===== config.mk =====
export PLATFORM = sky130hd
export DESIGN_NAME = pipe_hazard_ctrl_flat
export DESIGN_NICKNAME = d
export VERILOG_FILES = /design/src/rtl/pipe_hazard_ctrl_pkg.sv /design/src/rtl/pipe_hazard_ctrl_if.sv /design/src/rtl/pipe_hazard_ctrl_hazard_detect.sv /design/src/rtl/pipe_hazard_ctrl.sv /design/src/flat_wrapper.sv
export SDC_FILE = /design/constraint.sdc
export NUM_CORES = 1
export LEC_CHECK = 0
export ABC_AREA = 0
export BUFFER_PORTS_ARGS = -buffer_cell sky130_fd_sc_hd__buf_4
export CORE_MARGIN = 1
export CORE_UTILIZATION = 40
export CTS_CLUSTER_SIZE = 40
export DETAILED_ROUTE_END_ITERATION = 12
export PLACE_DENSITY = 0.74
export SKIP_LAST_GASP = 1
export SYNTH_ARGS = -nofsm -noshare
export SYNTH_HDL_FRONTEND = slang
export SYNTH_SLANG_ARGS = --single-unit

===== constraint.sdc =====
create_clock -name clk -period 3.5 [get_ports clk]
set_input_delay 0.175 -clock clk [delete_from_list [all_inputs] [get_ports clk]]
set_output_delay 0.175 -clock clk [all_outputs]
set_load 0.1 [all_outputs]

===== src/rtl/pipe_hazard_ctrl_pkg.sv =====
// Shared types for the pipeline hazard sequencer: FSM encoding, the
// per-stage control bundle and a width helper for the memory-wait counter.
package pipe_hazard_ctrl_pkg;

    typedef enum logic [1:0] {
        ST_RUN      = 2'd0,
        ST_MEM_WAIT = 2'd1,
        ST_HALT     = 2'd2,
        ST_STEP     = 2'd3
    } state_e;

    typedef struct packed {
        logic pc_en;
        logic ifid_en;
        logic ifid_clear;
        logic idex_en;
        logic idex_clear;
        logic exmem_en;
        logic exmem_clear;
        logic memwb_en;
        logic memwb_clear;
    } pipe_ctrl_t;

    localparam pipe_ctrl_t CTRL_RUN = '{
        pc_en: 1'b1, ifid_en: 1'b1, ifid_clear: 1'b0, idex_en: 1'b1, idex_clear: 1'b0,
        exmem_en: 1'b1, exmem_clear: 1'b0, memwb_en: 1'b1, memwb_clear: 1'b0};

    localparam pipe_ctrl_t CTRL_FREEZE = '{
        pc_en: 1'b0, ifid_en: 1'b0, ifid_clear: 1'b0, idex_en: 1'b0, idex_clear: 1'b0,
        exmem_en: 1'b0, exmem_clear: 1'b0, memwb_en: 1'b0, memwb_clear: 1'b0};

    localparam pipe_ctrl_t CTRL_RESET = '{
        pc_en: 1'b0, ifid_en: 1'b0, ifid_clear: 1'b1, idex_en: 1'b0, idex_clear: 1'b1,
        exmem_en: 1'b0, exmem_clear: 1'b1, memwb_en: 1'b0, memwb_clear: 1'b1};

    // The wrong-path instructions in IF/ID and ID/EX are squashed.
    localparam pipe_ctrl_t CTRL_REDIRECT = '{
        pc_en: 1'b1, ifid_en: 1'b1, ifid_clear: 1'b1, idex_en: 1'b1, idex_clear: 1'b1,
        exmem_en: 1'b1, exmem_clear: 1'b0, memwb_en: 1'b1, memwb_clear: 1'b0};

    // PC and IF/ID hold; a bubble enters ID/EX while the load moves on.
    localparam pipe_ctrl_t CTRL_LOAD_USE = '{
        pc_en: 1'b0, ifid_en: 1'b0, ifid_clear: 1'b0, idex_en: 1'b1, idex_clear: 1'b1,
        exmem_en: 1'b1, exmem_clear: 1'b0, memwb_en: 1'b1, memwb_clear: 1'b0};

    // Smallest width w with 2^w > max_val.
    function automatic int unsigned cnt_bits(input int unsigned max_val);
        int unsigned w;
        w = 32'd1;
        for (int i = 1; i < 32; i++) begin
            if ((32'd1 << i) <= max_val) begin
                w = i + 1;
            end else begin
                w = w;
            end
        end
        return w;
    endfunction

endpackage


===== src/rtl/pipe_hazard_ctrl_if.sv =====
// Hazard-sequencer bundle: hazard sources from the pipeline in, stage
// controls out. Performance counters appear only with HAZARD_PERF_EN.
interface pipe_hazard_ctrl_if;
    logic       ex_MemRead;
    logic [4:0] ex_rdidx;
    logic [4:0] id_R1idx;
    logic [4:0] id_R2idx;
    logic       id_use_r1;
    logic       id_use_r2;
    logic       ex_redirect;
    logic       mem_req;
    logic       mem_ready;
    logic       dbg_halt;
    logic       dbg_step;

    logic       pc_en;
    logic       ifid_en;
    logic       ifid_clear;
    logic       idex_en;
    logic       idex_clear;
    logic       exmem_en;
    logic       exmem_clear;
    logic       memwb_en;
    logic       memwb_clear;
    logic [1:0] state_o;
    logic       mem_err;
`ifdef HAZARD_PERF_EN
    logic [31:0] perf_ldstall;
    logic [31:0] perf_flush;
    logic [31:0] perf_memwait;
    logic [31:0] perf_cycles;
`endif

    modport master (
        output ex_MemRead, ex_rdidx, id_R1idx, id_R2idx, id_use_r1, id_use_r2,
               ex_redirect, mem_req, mem_ready, dbg_halt, dbg_step,
        input  pc_en, ifid_en, ifid_clear, idex_en, idex_clear, exmem_en,
               exmem_clear, memwb_en, memwb_clear, state_o, mem_err
`ifdef HAZARD_PERF_EN
        , input perf_ldstall, perf_flush, perf_memwait, perf_cycles
`endif
    );

    modport slave (
        input  ex_MemRead, ex_rdidx, id_R1idx, id_R2idx, id_use_r1, id_use_r2,
               ex_redirect, mem_req, mem_ready, dbg_halt, dbg_step,
        output pc_en, ifid_en, ifid_clear, idex_en, idex_clear, exmem_en,
               exmem_clear, memwb_en, memwb_clear, state_o, mem_err
`ifdef HAZARD_PERF_EN
        , output perf_ldstall, perf_flush, perf_memwait, perf_cycles
`endif
    );
endinterface


===== src/rtl/pipe_hazard_ctrl_hazard_detect.sv =====
// Load-use compare between the load in EX and the source registers of ID.
// Purely combinational so the forwarding unit can reuse it.
module pipe_hazard_ctrl_hazard_detect (
    input  logic       ex_mem_read_i,
    input  logic [4:0] ex_rdidx_i,
    input  logic [4:0] id_r1idx_i,
    input  logic [4:0] id_r2idx_i,
    input  logic       id_use_r1_i,
    input  logic       id_use_r2_i,
    output logic       load_use_o
);
    logic r1_hit_s;
    logic r2_hit_s;

    assign r1_hit_s   = id_use_r1_i && (id_r1idx_i == ex_rdidx_i);
    assign r2_hit_s   = id_use_r2_i && (id_r2idx_i == ex_rdidx_i);
    // x0 is hard-wired zero, so a load targeting it never creates a hazard.
    assign load_use_o = ex_mem_read_i && (ex_rdidx_i != 5'd0) && (r1_hit_s || r2_hit_s);
endmodule


===== src/rtl/pipe_hazard_ctrl.sv =====
// Pipeline hazard sequencer: per-stage enable/clear from load-use, EX redirect,
// memory wait and debug halt/step. Optional counters under HAZARD_PERF_EN.
module pipe_hazard_ctrl
    import pipe_hazard_ctrl_pkg::*;
#(
    parameter int unsigned MEM_TIMEOUT = 255,
    parameter int unsigned CNT_W       = cnt_bits(MEM_TIMEOUT)
) (
    input  logic              clk,
    input  logic              rst,
    pipe_hazard_ctrl_if.slave bus
);
    state_e           state_q, state_d;
    logic [CNT_W-1:0] wait_cnt_q, wait_cnt_d;
    logic             mem_err_q, mem_err_d;
    logic             halt_pend_q, halt_pend_d;

    logic       load_use_s;
    logic       mem_stall_s;
    pipe_ctrl_t run_ctrl_s;
    pipe_ctrl_t ctrl_s;
    pipe_ctrl_t out_s;

    pipe_hazard_ctrl_hazard_detect u_hazard_detect (
        .ex_mem_read_i (bus.ex_MemRead),
        .ex_rdidx_i    (bus.ex_rdidx),
        .id_r1idx_i    (bus.id_R1idx),
        .id_r2idx_i    (bus.id_R2idx),
        .id_use_r1_i   (bus.id_use_r1),
        .id_use_r2_i   (bus.id_use_r2),
        .load_use_o    (load_use_s)
    );

    assign mem_stall_s = bus.mem_req && !bus.mem_ready;

    // Controls for a cycle evaluated as RUN: mem stall > redirect > load-use.
    always_comb begin
        run_ctrl_s = CTRL_RUN;
        if (mem_stall_s) begin
            run_ctrl_s = CTRL_FREEZE;
        end else if (bus.ex_redirect) begin
            run_ctrl_s = CTRL_REDIRECT;
        end else if (load_use_s) begin
            run_ctrl_s = CTRL_LOAD_USE;
        end else begin
            run_ctrl_s = CTRL_RUN;
        end
    end

    // Next-state, wait counter, timeout flag and pending-halt logic.
    always_comb begin
        state_d     = state_q;
        wait_cnt_d  = wait_cnt_q;
        mem_err_d   = mem_err_q;
        halt_pend_d = halt_pend_q;
        ctrl_s      = CTRL_FREEZE;
        case (state_q)
            ST_RUN, ST_STEP: begin
                ctrl_s = run_ctrl_s;
                if (mem_stall_s) begin
                    state_d     = ST_MEM_WAIT;
                    wait_cnt_d  = CNT_W'(1);
                    halt_pend_d = bus.dbg_halt;
                end else if (bus.dbg_halt) begin
                    state_d = ST_HALT;
                end else begin
                    state_d = ST_RUN;
                end
            end
            ST_MEM_WAIT: begin
                if (wait_cnt_q == CNT_W'(MEM_TIMEOUT)) begin
                    mem_err_d = 1'b1;
                end else begin
                    mem_err_d = mem_err_q;
                end
                if (bus.mem_ready) begin
                    ctrl_s      = run_ctrl_s;
                    wait_cnt_d  = '0;
                    halt_pend_d = 1'b0;
                    state_d     = (halt_pend_q || bus.dbg_halt) ? ST_HALT : ST_RUN;
                end else begin
                    ctrl_s      = CTRL_FREEZE;
                    halt_pend_d = halt_pend_q || bus.dbg_halt;
                    if (wait_cnt_q != {CNT_W{1'b1}}) begin
                        wait_cnt_d = wait_cnt_q + CNT_W'(1);
                    end else begin
                        wait_cnt_d = wait_cnt_q;
                    end
                end
            end
            ST_HALT: begin
                ctrl_s = CTRL_FREEZE;
                if (bus.dbg_step) begin
                    state_d = ST_STEP;
                end else if (!bus.dbg_halt) begin
                    state_d = ST_RUN;
                end else begin
                    state_d = ST_HALT;
                end
            end
            default: begin
                ctrl_s  = CTRL_FREEZE;
                state_d = ST_RUN;
            end
        endcase
    end

    // Reset forces every stage cleared regardless of the FSM.
    always_comb begin
        if (rst) begin
            out_s = CTRL_RESET;
        end else begin
            out_s = ctrl_s;
        end
    end

    // Sequencer state registers.
    always_ff @(posedge clk or posedge rst) begin
        if (rst) begin
            state_q     <= ST_RUN;
            wait_cnt_q  <= '0;
            mem_err_q   <= 1'b0;
            halt_pend_q <= 1'b0;
        end else begin
            state_q     <= state_d;
            wait_cnt_q  <= wait_cnt_d;
            mem_err_q   <= mem_err_d;
            halt_pend_q <= halt_pend_d;
        end
    end

    assign bus.pc_en       = out_s.pc_en;
    assign bus.ifid_en     = out_s.ifid_en;
    assign bus.ifid_clear  = out_s.ifid_clear;
    assign bus.idex_en     = out_s.idex_en;
    assign bus.idex_clear  = out_s.idex_clear;
    assign bus.exmem_en    = out_s.exmem_en;
    assign bus.exmem_clear = out_s.exmem_clear;
    assign bus.memwb_en    = out_s.memwb_en;
    assign bus.memwb_clear = out_s.memwb_clear;
    assign bus.state_o     = state_q;
    assign bus.mem_err     = mem_err_q;

`ifdef HAZARD_PERF_EN
    logic        run_eval_s;
    logic [31:0] perf_ldstall_q, perf_flush_q, perf_memwait_q, perf_cycles_q;

    assign run_eval_s = (state_q == ST_RUN) || (state_q == ST_STEP) ||
                        ((state_q == ST_MEM_WAIT) && bus.mem_ready);

    // Event counters; all wrap naturally at 2^32.
    always_ff @(posedge clk or posedge rst) begin
        if (rst) begin
            perf_ldstall_q <= 32'd0;
            perf_flush_q   <= 32'd0;
            perf_memwait_q <= 32'd0;
            perf_cycles_q  <= 32'd0;
        end else begin
            if (run_eval_s && !mem_stall_s && !bus.ex_redirect && load_use_s) begin
                perf_ldstall_q <= perf_ldstall_q + 32'd1;
            end
            if (run_eval_s && !mem_stall_s && bus.ex_redirect) begin
                perf_flush_q <= perf_flush_q + 32'd1;
            end
            if (state_q == ST_MEM_WAIT) begin
                perf_memwait_q <= perf_memwait_q + 32'd1;
            end
            if (state_q != ST_HALT) begin
                perf_cycles_q <= perf_cycles_q + 32'd1;
            end
        end
    end

    assign bus.perf_ldstall = perf_ldstall_q;
    assign bus.perf_flush   = perf_flush_q;
    assign bus.perf_memwait = perf_memwait_q;
    assign bus.perf_cycles  = perf_cycles_q;
`endif

endmodule


===== src/flat_wrapper.sv =====
// flat-port wrapper written by rule: the top's interface ports become plain ports
module pipe_hazard_ctrl_flat import pipe_hazard_ctrl_pkg::*;
#(
    parameter int unsigned MEM_TIMEOUT = 255,
    parameter int unsigned CNT_W       = cnt_bits(MEM_TIMEOUT)
)
  (clk, rst, bus_ex_MemRead, bus_ex_rdidx, bus_id_R1idx, bus_id_R2idx, bus_id_use_r1, bus_id_use_r2, bus_ex_redirect, bus_mem_req, bus_mem_ready, bus_dbg_halt, bus_dbg_step, bus_pc_en, bus_ifid_en, bus_ifid_clear, bus_idex_en, bus_idex_clear, bus_exmem_en, bus_exmem_clear, bus_memwb_en, bus_memwb_clear, bus_state_o, bus_mem_err);
  pipe_hazard_ctrl_if bus_i ();
  input  logic clk;
  input  logic rst;
  input wire logic [$bits(bus_i.ex_MemRead)-1:0] bus_ex_MemRead;
  input wire logic [$bits(bus_i.ex_rdidx)-1:0] bus_ex_rdidx;
  input wire logic [$bits(bus_i.id_R1idx)-1:0] bus_id_R1idx;
  input wire logic [$bits(bus_i.id_R2idx)-1:0] bus_id_R2idx;
  input wire logic [$bits(bus_i.id_use_r1)-1:0] bus_id_use_r1;
  input wire logic [$bits(bus_i.id_use_r2)-1:0] bus_id_use_r2;
  input wire logic [$bits(bus_i.ex_redirect)-1:0] bus_ex_redirect;
  input wire logic [$bits(bus_i.mem_req)-1:0] bus_mem_req;
  input wire logic [$bits(bus_i.mem_ready)-1:0] bus_mem_ready;
  input wire logic [$bits(bus_i.dbg_halt)-1:0] bus_dbg_halt;
  input wire logic [$bits(bus_i.dbg_step)-1:0] bus_dbg_step;
  output wire logic [$bits(bus_i.pc_en)-1:0] bus_pc_en;
  output wire logic [$bits(bus_i.ifid_en)-1:0] bus_ifid_en;
  output wire logic [$bits(bus_i.ifid_clear)-1:0] bus_ifid_clear;
  output wire logic [$bits(bus_i.idex_en)-1:0] bus_idex_en;
  output wire logic [$bits(bus_i.idex_clear)-1:0] bus_idex_clear;
  output wire logic [$bits(bus_i.exmem_en)-1:0] bus_exmem_en;
  output wire logic [$bits(bus_i.exmem_clear)-1:0] bus_exmem_clear;
  output wire logic [$bits(bus_i.memwb_en)-1:0] bus_memwb_en;
  output wire logic [$bits(bus_i.memwb_clear)-1:0] bus_memwb_clear;
  output wire logic [$bits(bus_i.state_o)-1:0] bus_state_o;
  output wire logic [$bits(bus_i.mem_err)-1:0] bus_mem_err;
  assign bus_i.ex_MemRead = bus_ex_MemRead;
  assign bus_i.ex_rdidx = bus_ex_rdidx;
  assign bus_i.id_R1idx = bus_id_R1idx;
  assign bus_i.id_R2idx = bus_id_R2idx;
  assign bus_i.id_use_r1 = bus_id_use_r1;
  assign bus_i.id_use_r2 = bus_id_use_r2;
  assign bus_i.ex_redirect = bus_ex_redirect;
  assign bus_i.mem_req = bus_mem_req;
  assign bus_i.mem_ready = bus_mem_ready;
  assign bus_i.dbg_halt = bus_dbg_halt;
  assign bus_i.dbg_step = bus_dbg_step;
  assign bus_pc_en = bus_i.pc_en;
  assign bus_ifid_en = bus_i.ifid_en;
  assign bus_ifid_clear = bus_i.ifid_clear;
  assign bus_idex_en = bus_i.idex_en;
  assign bus_idex_clear = bus_i.idex_clear;
  assign bus_exmem_en = bus_i.exmem_en;
  assign bus_exmem_clear = bus_i.exmem_clear;
  assign bus_memwb_en = bus_i.memwb_en;
  assign bus_memwb_clear = bus_i.memwb_clear;
  assign bus_state_o = bus_i.state_o;
  assign bus_mem_err = bus_i.mem_err;
  pipe_hazard_ctrl #(.MEM_TIMEOUT(MEM_TIMEOUT), .CNT_W(CNT_W)) u_core (.clk(clk), .rst(rst), .bus(bus_i));
endmodule

==> flow_metrics.env, run 1 <==
export IMPL_path_cells="inv_1, ha_1, nand2_1, a21boi_0, nor2_2, o31a_2, buf_4"
export IMPL_synth_xor_area_share_pct=10.6
export IMPL_startpoint_type="flip-flop"
export IMPL_drv_cap=0
export IMPL_yosysSeqAreaShare_pct=30.3
export IMPL_crit_family="adder cells"
export IMPL_crit_fanout=15
export IMPL_synthSimpleGateAreaFrac_pct=21.9
export IMPL_die_y_um=51.7
export IMPL_total_power_uw=986
export IMPL_crit_slowest_cell="ha_1"
export IMPL_seqCellArea_um2=300
export IMPL_routabilityCongestion=0.784
export IMPL_drtPass1Iterations=4
export IMPL_synth_area_leader_cell="dfrtp_1"
export IMPL_power_switching_uw=568
export IMPL_arrival_ns=2.17
export IMPL_synth_top_family_by_area="compound AO/OA/AOI/OAI gates"
export IMPL_required_ns=3.32
export IMPL_routed_wl_um=2280
export IMPL_cts_resized_gates=0
export IMPL_slew_limit_headroom_pct=57.1
export IMPL_hold_viol=0
export IMPL_nets=173
export IMPL_syn_to_final_growth_pct=30.3
export IMPL_multi_input_area_um2=616
export IMPL_h_tree_depth=1
export IMPL_powerDensity_nw_per_um2=764
export IMPL_root_buffer="clkbuf_4"
export IMPL_dr_wl_met2_um=1140
export IMPL_drc=0
export IMPL_grt_max_degree=16
export IMPL_num_rows=17
export IMPL_fin_crit_ns=2.34
export IMPL_clk_latency_ns=0.28
export IMPL_route_met3_wl_um=98
export IMPL_grt_setup_unrepaired="false"
export IMPL_syn_area_per_cell_um2=8.92
export IMPL_antenna_found_initial=0
export IMPL_cp_slowest_stage_delay_ns=0.42
export IMPL_hp_class="in -> reg"
export IMPL_yosys_area_top_type_share_pct=30.3
export IMPL_synth_compound_area_share_pct=23.9
export IMPL_fmax_ghz=0.427
export IMPL_fp_dieW_um=51.7
export IMPL_clk_path_buf_depth=2
export IMPL_dpl_cell_area_um2=1240
export IMPL_cts_num_sinks=12
export IMPL_grt_first_pass_wirelength_um=3770
export IMPL_antennaDiodeCount=0
export IMPL_synth_adder_area_share_pct=3.79
export IMPL_synth_nets=139
export IMPL_final_cell_mix="36 x buf_4, 12 x dfrtp_1, 10 x xor2_1"
export IMPL_cellLeakagePower_uw=0.000604
export IMPL_ioPinCount=37
export IMPL_peakVddDrop_v=0.000693
export IMPL_synthesis_area_um2=990
export IMPL_cp_num_buf_inv=2
export IMPL_via_per_inst=5.45
export IMPL_routed_top_layer="met4"
export IMPL_core_um2=2280
export IMPL_final_area_um2=1290
export IMPL_first_global_vias=846
export IMPL_critPathCaptureType="output pin"
export IMPL_layout_drive_gt1_share_pct=34.0
export IMPL_status="complete, no violations"
export IMPL_clkTransAtPathRegs_ns=0.08
export IMPL_ys_seq_elements=12
export IMPL_track_usage_pct=19.2
export IMPL_cts_tree="done"
export IMPL_setup_viol=0
export IMPL_clockPowerShare_pct=11.7
export IMPL_dieArea_um2=2680
export IMPL_tightest_slew_ns=0.638
export IMPL_grt_overflow=0
export IMPL_vias=938
export IMPL_slew_violations=0
export IMPL_p_int_uw=418
export IMPL_p_comb_share_pct=67.4
export IMPL_antenna_left=0
export IMPL_cts_buffers=3
export IMPL_layout_commonest_cell="buf_4"
export IMPL_synthTopCellsByArea="dfrtp_1 30%, xor2_1 8.8%, buf_4 4.6%, a21oi_1 4.0%, ha_1 3.8%"
export IMPL_cts_hold_buf=1
export IMPL_start_util_pct=43.5
export IMPL_hold_slack_ns=0.144
export IMPL_p_sw_share_pct=57.6
export IMPL_ys_warn_count=0
export IMPL_drt_initial_drc_count=16
export IMPL_synthMuxAreaShare_pct=1.14
export IMPL_ys_types=40
export IMPL_fin_worst_skew_ns=0.00256
export IMPL_critPathKind="reg -> out"
export IMPL_seq_power_share_pct=20.9
export IMPL_synthesis_instances=111
export IMPL_drt_met1_wl_um=1000
export IMPL_fin_crit_sh_pct=66.9
export IMPL_fillers=202
export IMPL_post_cts_buffers=0
export IMPL_dpl_hpwl_um=1830
export IMPL_port_buffers=36
export IMPL_wl_per_cell_um=13.2
power groups by stage:
stage          Sequential (uW)  Clock [uW]  Combinational, uW
2_1_floorplan              275           0                495
3_3_place_gp               206           0                654
3_5_place_dp               209           0                663
4_1_cts                    206         117                666
5_1_grt                    211         123                705
6_report                   206         116                664
synth_stat cells (all sizes together):
cell	instances
and3	1
nand4	1
buf	7
a21oi	8
o221ai	2
and2	1
nand2	4
and2b	1
xor2	10
o22ai	1
nor4	2
o31ai	5
a21o	1
dfrtp	12
mux2	1
a31oi	2
and3b	1
nand3	3
o21ai	6
or4	4
nor4b	1
o41ai	1
nand2b	3
nor2	7
and4	1
nor3	1
nor2b	3
o21a	1
ha	3
a311o	1
xnor2	2
o32ai	2
a21boi	2
o31a	1
clkbuf	1
a32oi	1
inv	6
a22o	1
cell families after synthesis:
kind of cell / after synthesis
mux: 1
fa+ha+maj: 3
buf+inv: 14
flops: 12
xor+xnor: 12
compound gates: 35
simple gates: 34
flip-flops by register name (all words and copies together) (netlist names):
register and cells:
u_core.wait_cnt_q 8, u_core.bus.state_o 2, u_core.halt_pend_q 1, u_core.bus.mem_err 1
cell type report:
cell class | instances | area share [%]
multi-input cells | 85 | 47.7
repair buffers | 37 | 21.7
well taps | 28 | 2.72
flip-flops and latches | 12 | 23.3
clock buffers | 4 | 2.81
inverters | 6 | 1.75
metrics by stage:
step / utilization, % / std cells / worst slack [ns] / TNS [ns]
detailed placement: 54.6 / 167 / 1.46 / 0
floorplan: - / 111 / -0.228 / -0.228
CTS: 56.7 / 172 / 1.15 / 0
global route: 56.7 / 172 / 1.00 / 0
global placement: 54.6 / 167 / 1.59 / 0
finish: 56.7 / 172 / 1.16 / 0
path summary, 6_finish.rpt:
path                                        from              endpoint  slack [ns]  cells after the start
hold reg to reg               u_core.bus.mem_err    u_core.bus.mem_err        0.48                      1
setup reg to reg           u_core.bus.state_o[1]  u_core.wait_cnt_q[5]        1.54                      6
hold / removal                     bus_mem_ready  u_core.wait_cnt_q[4]        0.14                      2
setup / recovery           u_core.bus.state_o[1]             bus_pc_en        1.16                      7
max in group asynchronous                    rst    u_core.bus.mem_err        2.68                      3
min in group asynchronous                    rst  u_core.wait_cnt_q[4]        0.49                      3
routing by layer:
metal  track usage, %  up-vias
met5                0        -
met4             10.4        0
met3             4.39        5
met2             30.3       29
met1             24.1      424
li1                 -      480
No activity file was read; power rests on OpenSTA's default activity.
==> inputs of run 2 (changes only) <==
--- a/config.mk
+++ b/config.mk
@@ -11,7 +11,7 @@
 export CORE_UTILIZATION = 40
 export CTS_CLUSTER_SIZE = 40
 export DETAILED_ROUTE_END_ITERATION = 12
-export PLACE_DENSITY = 0.74
+export PLACE_DENSITY = 0.77
 export SKIP_LAST_GASP = 1
 export SYNTH_ARGS = -nofsm -noshare
 export SYNTH_HDL_FRONTEND = slang
==> constraint.sdc (replaced) <==
create_clock -name clk -period 2.15 [get_ports clk]
set_input_delay 0.1075 -clock clk [delete_from_list [all_inputs] [get_ports clk]]
set_output_delay 0.1075 -clock clk [all_outputs]
set_load 0.1 [all_outputs]
==> run 2 against run 1 <==
  * Final area up 7.0%
  * Setup slack worse by 1.0 ns
  * Highest routed layer unchanged
  * First-iteration DRC count rose to 2.5 times the previous value
  * Largest cell class unchanged
==> flow_metrics.env, run 2 (synthesis results as in run 1) <==
export IMPL_path_cells="inv_2, ha_4, nand2_1, a21boi_4, nor2_4, o31a_4, buf_4"
export IMPL_utilization_pct=60.6
export IMPL_clk_latency_ns=0.28
export IMPL_critPathCaptureType="output pin"
export IMPL_final_cell_mix="38 x buf_4, 10 x xor2_1, 10 x dfrtp_1"
export IMPL_nets=175
export IMPL_cts_num_sinks=12
export IMPL_max_flop_register="u_core.wait_cnt_q"
export IMPL_antenna_found_initial=0
export IMPL_hp_class="in -> reg"
export IMPL_cp_slowest_stage_delay_ns=0.51
export IMPL_arrival_ns=1.92
export IMPL_cts_tree="done"
export IMPL_crit_fanout=15
export IMPL_fp_dieW_um=51.7
export IMPL_ioPinCount=37
export IMPL_required_ns=2.04
export IMPL_vias=1016
export IMPL_fin_worst_skew_ns=0.0108
export IMPL_crit_slowest_cell="dfrtp_4"
export IMPL_die_y_um=51.7
export IMPL_dpl_hpwl_um=2110
export IMPL_antennaDiodeCount=0
export IMPL_clkTransAtPathRegs_ns=0.08
export IMPL_slew_violations=0
export IMPL_dieArea_um2=2680
export IMPL_drt_initial_drc_count=40
export IMPL_num_rows=17
export IMPL_cts_buffers=3
export IMPL_dp_cells=169
export IMPL_setup_viol=0
export IMPL_cellLeakagePower_uw=0.000625
export IMPL_antenna_left=0
export IMPL_slew_limit_headroom_pct=67.8
export IMPL_h_tree_depth=1
export IMPL_start_util_pct=43.5
export IMPL_largest_reg_flops=8
export IMPL_drv_cap=0
export IMPL_clk_path_buf_depth=2
export IMPL_grt_overflow=0
export IMPL_tightest_slew_ns=0.484
export IMPL_routed_wl_um=2640
export IMPL_layout_commonest_cell="buf_4"
export IMPL_fin_crit_sh_pct=94.5
export IMPL_core_um2=2280
export IMPL_critPathKind="reg -> out"
export IMPL_final_area_um2=1380
export IMPL_drc=0
export IMPL_port_buffers=36
export IMPL_drtPass1Iterations=4
export IMPL_fin_crit_ns=2.03
export IMPL_syn_to_final_growth_pct=39.4
export IMPL_peakVddDrop_v=0.00140
export IMPL_root_buffer="clkbuf_4"
export IMPL_grt_setup_unrepaired="false"
export IMPL_pre_cts_ws_ns=0.262
export IMPL_status="complete, no violations"
export IMPL_track_usage_pct=22.2
export IMPL_hold_viol=0
export IMPL_stdcell_count=174
export IMPL_worst_slack_ns=0.118
export IMPL_dpl_cell_area_um2=1320
export IMPL_first_global_vias=1026
export IMPL_cp_num_buf_inv=2
export IMPL_routabilityCongestion=0.760
export IMPL_grt_max_degree=16
export IMPL_grt_first_pass_wirelength_um=4330
export IMPL_startpoint_type="flip-flop"
export IMPL_fmax_ghz=0.492
export IMPL_crit_family="flip-flops"
export IMPL_powerDensity_nw_per_um2=1270
export IMPL_wl_per_cell_um=15.2
export IMPL_layout_drive_gt1_share_pct=41.1
export IMPL_via_per_inst=5.84
export IMPL_hold_slack_ns=0.0972
-- run 2: worst paths after layout --
kind / from / to / slack [ns] / cells after the start
hold reg to reg: u_core.bus.mem_err / u_core.bus.mem_err / 0.47 / 1
hold / removal: bus_mem_ready / u_core.wait_cnt_q[4] / 0.1 / 2
min in group asynchronous: rst / u_core.wait_cnt_q[4] / 0.47 / 3
max in group asynchronous: rst / u_core.bus.state_o[0] / 1.30 / 3
setup reg to reg: u_core.bus.state_o[1] / u_core.wait_cnt_q[0] / 0.28 / 5
setup / recovery: u_core.bus.state_o[1] / bus_pc_en / 0.12 / 7
-- run 2: power by group --
| group | leakage [uW] | total [uW] | switching, uW | internal, uW |
|---|---|---|---|---|
| sequential | 0.000155 | 361 | 69.4 | 292 |
| combinational | 0.000450 | 1220 | 841 | 376 |
| clock | 0.0000210 | 180 | 77.6 | 103 |
-- run 2: area by class of cell --
type	count	area [um^2]
Inverter	6	28.8
Tap cell	28	35.0
Clock buffer	4	36.3
Fill cell	194	896
Sequential cell	12	308
Multi-Input combinational cell	85	677
Timing Repair Buffer	39	295
-- run 2: routing by layer --
layer,vias to the layer above,share of wire [%],track usage (%)
li1,485,-,-
met1,494,40,24.9
met2,31,56,42.0
met3,6,3.1,2.92
met4,0,1.2,8.56
met5,-,0,0
-- run 2: per-stage QoR --
step           TNS, ns  total power, uW
5_1_grt              0             1840
2_1_floorplan   -0.481             1370
3_3_place_gp         0             1530
3_5_place_dp         0             1560
4_1_cts              0             1750
6_report             0             1760
-- run 2: repair_timing --
action | CTS | global route
setup buffers | 0 | 0
hold buffers | 1 | 0
setup endpoints to repair | 0 | 3
endpoints found under the hold margin | 12 | 0
resized for setup | 0 | 1
==> inputs of run 3 (changes only) <==
==> constraint.sdc (replaced) <==
create_clock -name clk -period 1.83 [get_ports clk]
set_input_delay 0.0915 -clock clk [delete_from_list [all_inputs] [get_ports clk]]
set_output_delay 0.0915 -clock clk [all_outputs]
set_load 0.1 [all_outputs]
==> run 3 against run 2 <==
  * The flow now finishes with violations (negative setup slack)
  * Clock-buffer cell count did not move
  * Critical endpoint is now bus_ifid_clear
  * Routed wire length rose by 10%
  * Core utilization rose by 7.4 points
==> flow_metrics.env, run 3 (synthesis results as in run 1) <==
export IMPL_status="complete, but fails checks"
export IMPL_violations="negative setup slack"
export IMPL_cts_tree="done"
export IMPL_slew_violations=0
export IMPL_hp_class="in -> reg"
export IMPL_worst_slack_ns=-0.0778
export IMPL_core_um2=2280
export IMPL_clk_path_buf_depth=2
export IMPL_setup_viol=4
export IMPL_dp_cells=171
export IMPL_dieArea_um2=2680
export IMPL_peakVddDrop_v=0.00128
export IMPL_fin_worst_skew_ns=0.00415
export IMPL_startpoint_type="flip-flop"
export IMPL_clkTransAtPathRegs_ns=0.08
export IMPL_port_buffers=36
export IMPL_drc=0
export IMPL_start_util_pct=43.5
export IMPL_first_global_vias=1026
export IMPL_endpoint="bus_ifid_clear"
export IMPL_die_y_um=51.7
export IMPL_max_flop_register="u_core.wait_cnt_q"
export IMPL_via_per_inst=5.60
export IMPL_pre_cts_ws_ns=0.0515
export IMPL_grt_first_pass_wirelength_um=4610
export IMPL_routed_wl_um=2910
export IMPL_track_usage_pct=23.6
export IMPL_fmax_ghz=0.524
export IMPL_num_rows=17
export IMPL_cp_slowest_stage_delay_ns=0.52
export IMPL_path_cells="inv_4, ha_4, a22o_4, a21oi_4, clkinvlp_4, buf_12"
export IMPL_drt_initial_drc_count=20
export IMPL_hold_viol=0
export IMPL_critPathKind="reg -> out"
export IMPL_antenna_left=0
export IMPL_drtPass1Iterations=4
export IMPL_stdcell_count=183
export IMPL_nets=184
export IMPL_arrival_ns=1.82
export IMPL_slew_limit_headroom_pct=68.7
export IMPL_wl_per_cell_um=15.9
export IMPL_powerDensity_nw_per_um2=1530
export IMPL_total_power_uw=2370
export IMPL_cts_num_sinks=12
export IMPL_vias=1024
export IMPL_fp_dieW_um=51.7
export IMPL_crit_fanout=5
export IMPL_grt_max_degree=13
export IMPL_r2r_start="u_core.bus.state_o[0]"
export IMPL_cts_buffers=3
export IMPL_required_ns=1.74
export IMPL_grt_overflow=0
export IMPL_layout_drive_gt1_share_pct=47.7
export IMPL_h_tree_depth=1
export IMPL_drv_cap=0
export IMPL_layout_commonest_cell="buf_4"
export IMPL_final_cell_mix="41 x buf_4, 10 x xor2_1, 10 x dfrtp_1"
export IMPL_r2r_end="u_core.wait_cnt_q[3]"
export IMPL_crit_path_start="u_core.bus.state_o[0]"
export IMPL_dpl_hpwl_um=2110
export IMPL_cellLeakagePower_uw=0.000701
export IMPL_clk_latency_ns=0.28
export IMPL_fin_crit_ns=1.91
export IMPL_fin_crit_sh_pct=104
export IMPL_ioPinCount=37
export IMPL_routabilityCongestion=0.810
export IMPL_root_buffer="clkbuf_4"
export IMPL_antennaDiodeCount=0
export IMPL_tightest_slew_ns=0.470
export IMPL_r2r_setup_slack_ns=0.03
export IMPL_hold_slack_ns=0.117
export IMPL_antenna_found_initial=0
export IMPL_grt_setup_unrepaired="true"
export IMPL_syn_to_final_growth_pct=56.5
export IMPL_reg2regPathDepth=7
export IMPL_largest_reg_flops=8
export IMPL_critPathCaptureType="output pin"
export IMPL_crit_slowest_cell="dfrtp_4"
## run 3: report_power, final
part	total (uW)	internal, uW	switching, uW	leakage (uW)
registers	434	343	91.0	0.000155
logic	1720	633	1090	0.000526
clock network	217	121	95.8	0.0000210
total	2370	1100	1270	0.000701
## run 3: area by class of cell
class                      instances  area (um^2)
tap                               28         35.0
clock buffer                       4         36.3
timing repair buffer              48          420
multi-input combinational         85          718
sequential                        12          308
inverter                           6         31.3
fill                             164          727
## run 3: per-stage QoR
stage | TNS (ns) | area, um^2 | utilization [%]
floorplan | -2.51 | 1090 | -
global placement | 0 | 1350 | 59.4
detailed placement | 0 | 1350 | 59.4
CTS | -0.168 | 1510 | 66.3
global route | -0.527 | 1550 | 68.1
finish | -0.213 | 1550 | 68.1
## run 3: how the worst min path moves through the flow
stage,startpoint,end,slack [ns],depth (start not counted)
after floorplan,rst,u_core.bus.mem_err,-0.04,1
after global placement,rst,u_core.wait_cnt_q[4],0.18,2
after detailed placement,rst,u_core.wait_cnt_q[4],0.20,2
after CTS,bus_mem_ready,u_core.wait_cnt_q[4],0.10,2
after global routing,bus_mem_ready,u_core.wait_cnt_q[4],0.11,2
final,bus_mem_ready,u_core.wait_cnt_q[4],0.12,2
## run 3: timing repair
item / in CTS / in global routing
gates resized for setup: 16 / 5
hold buffers: 1 / 0
setup buffers: 5 / 2
gates cloned: 0 / 0
setup endpoints to repair: 7 / 11
pin swaps: 5 / 1
endpoints found under the hold margin: 12 / 0
## run 3: critical path: cells and delay by family, from the launching register on
family / cells / cell delay (ns)
buffers and inverters: 3 / 0.38
flip-flops: 1 / 0.52
adder cells (fa/ha/maj): 1 / 0.21
AO/OA/AOI/OAI: 2 / 0.42
## run 3: metal layers
layer  track usage, %  vias to the layer above  wire length [um]
met3             4.97                       12                89
met5                0                        -                 0
li1                 -                      496                 -
met4             9.01                        0                85
met2             42.9                       25              1490
met1             26.8                      491              1240
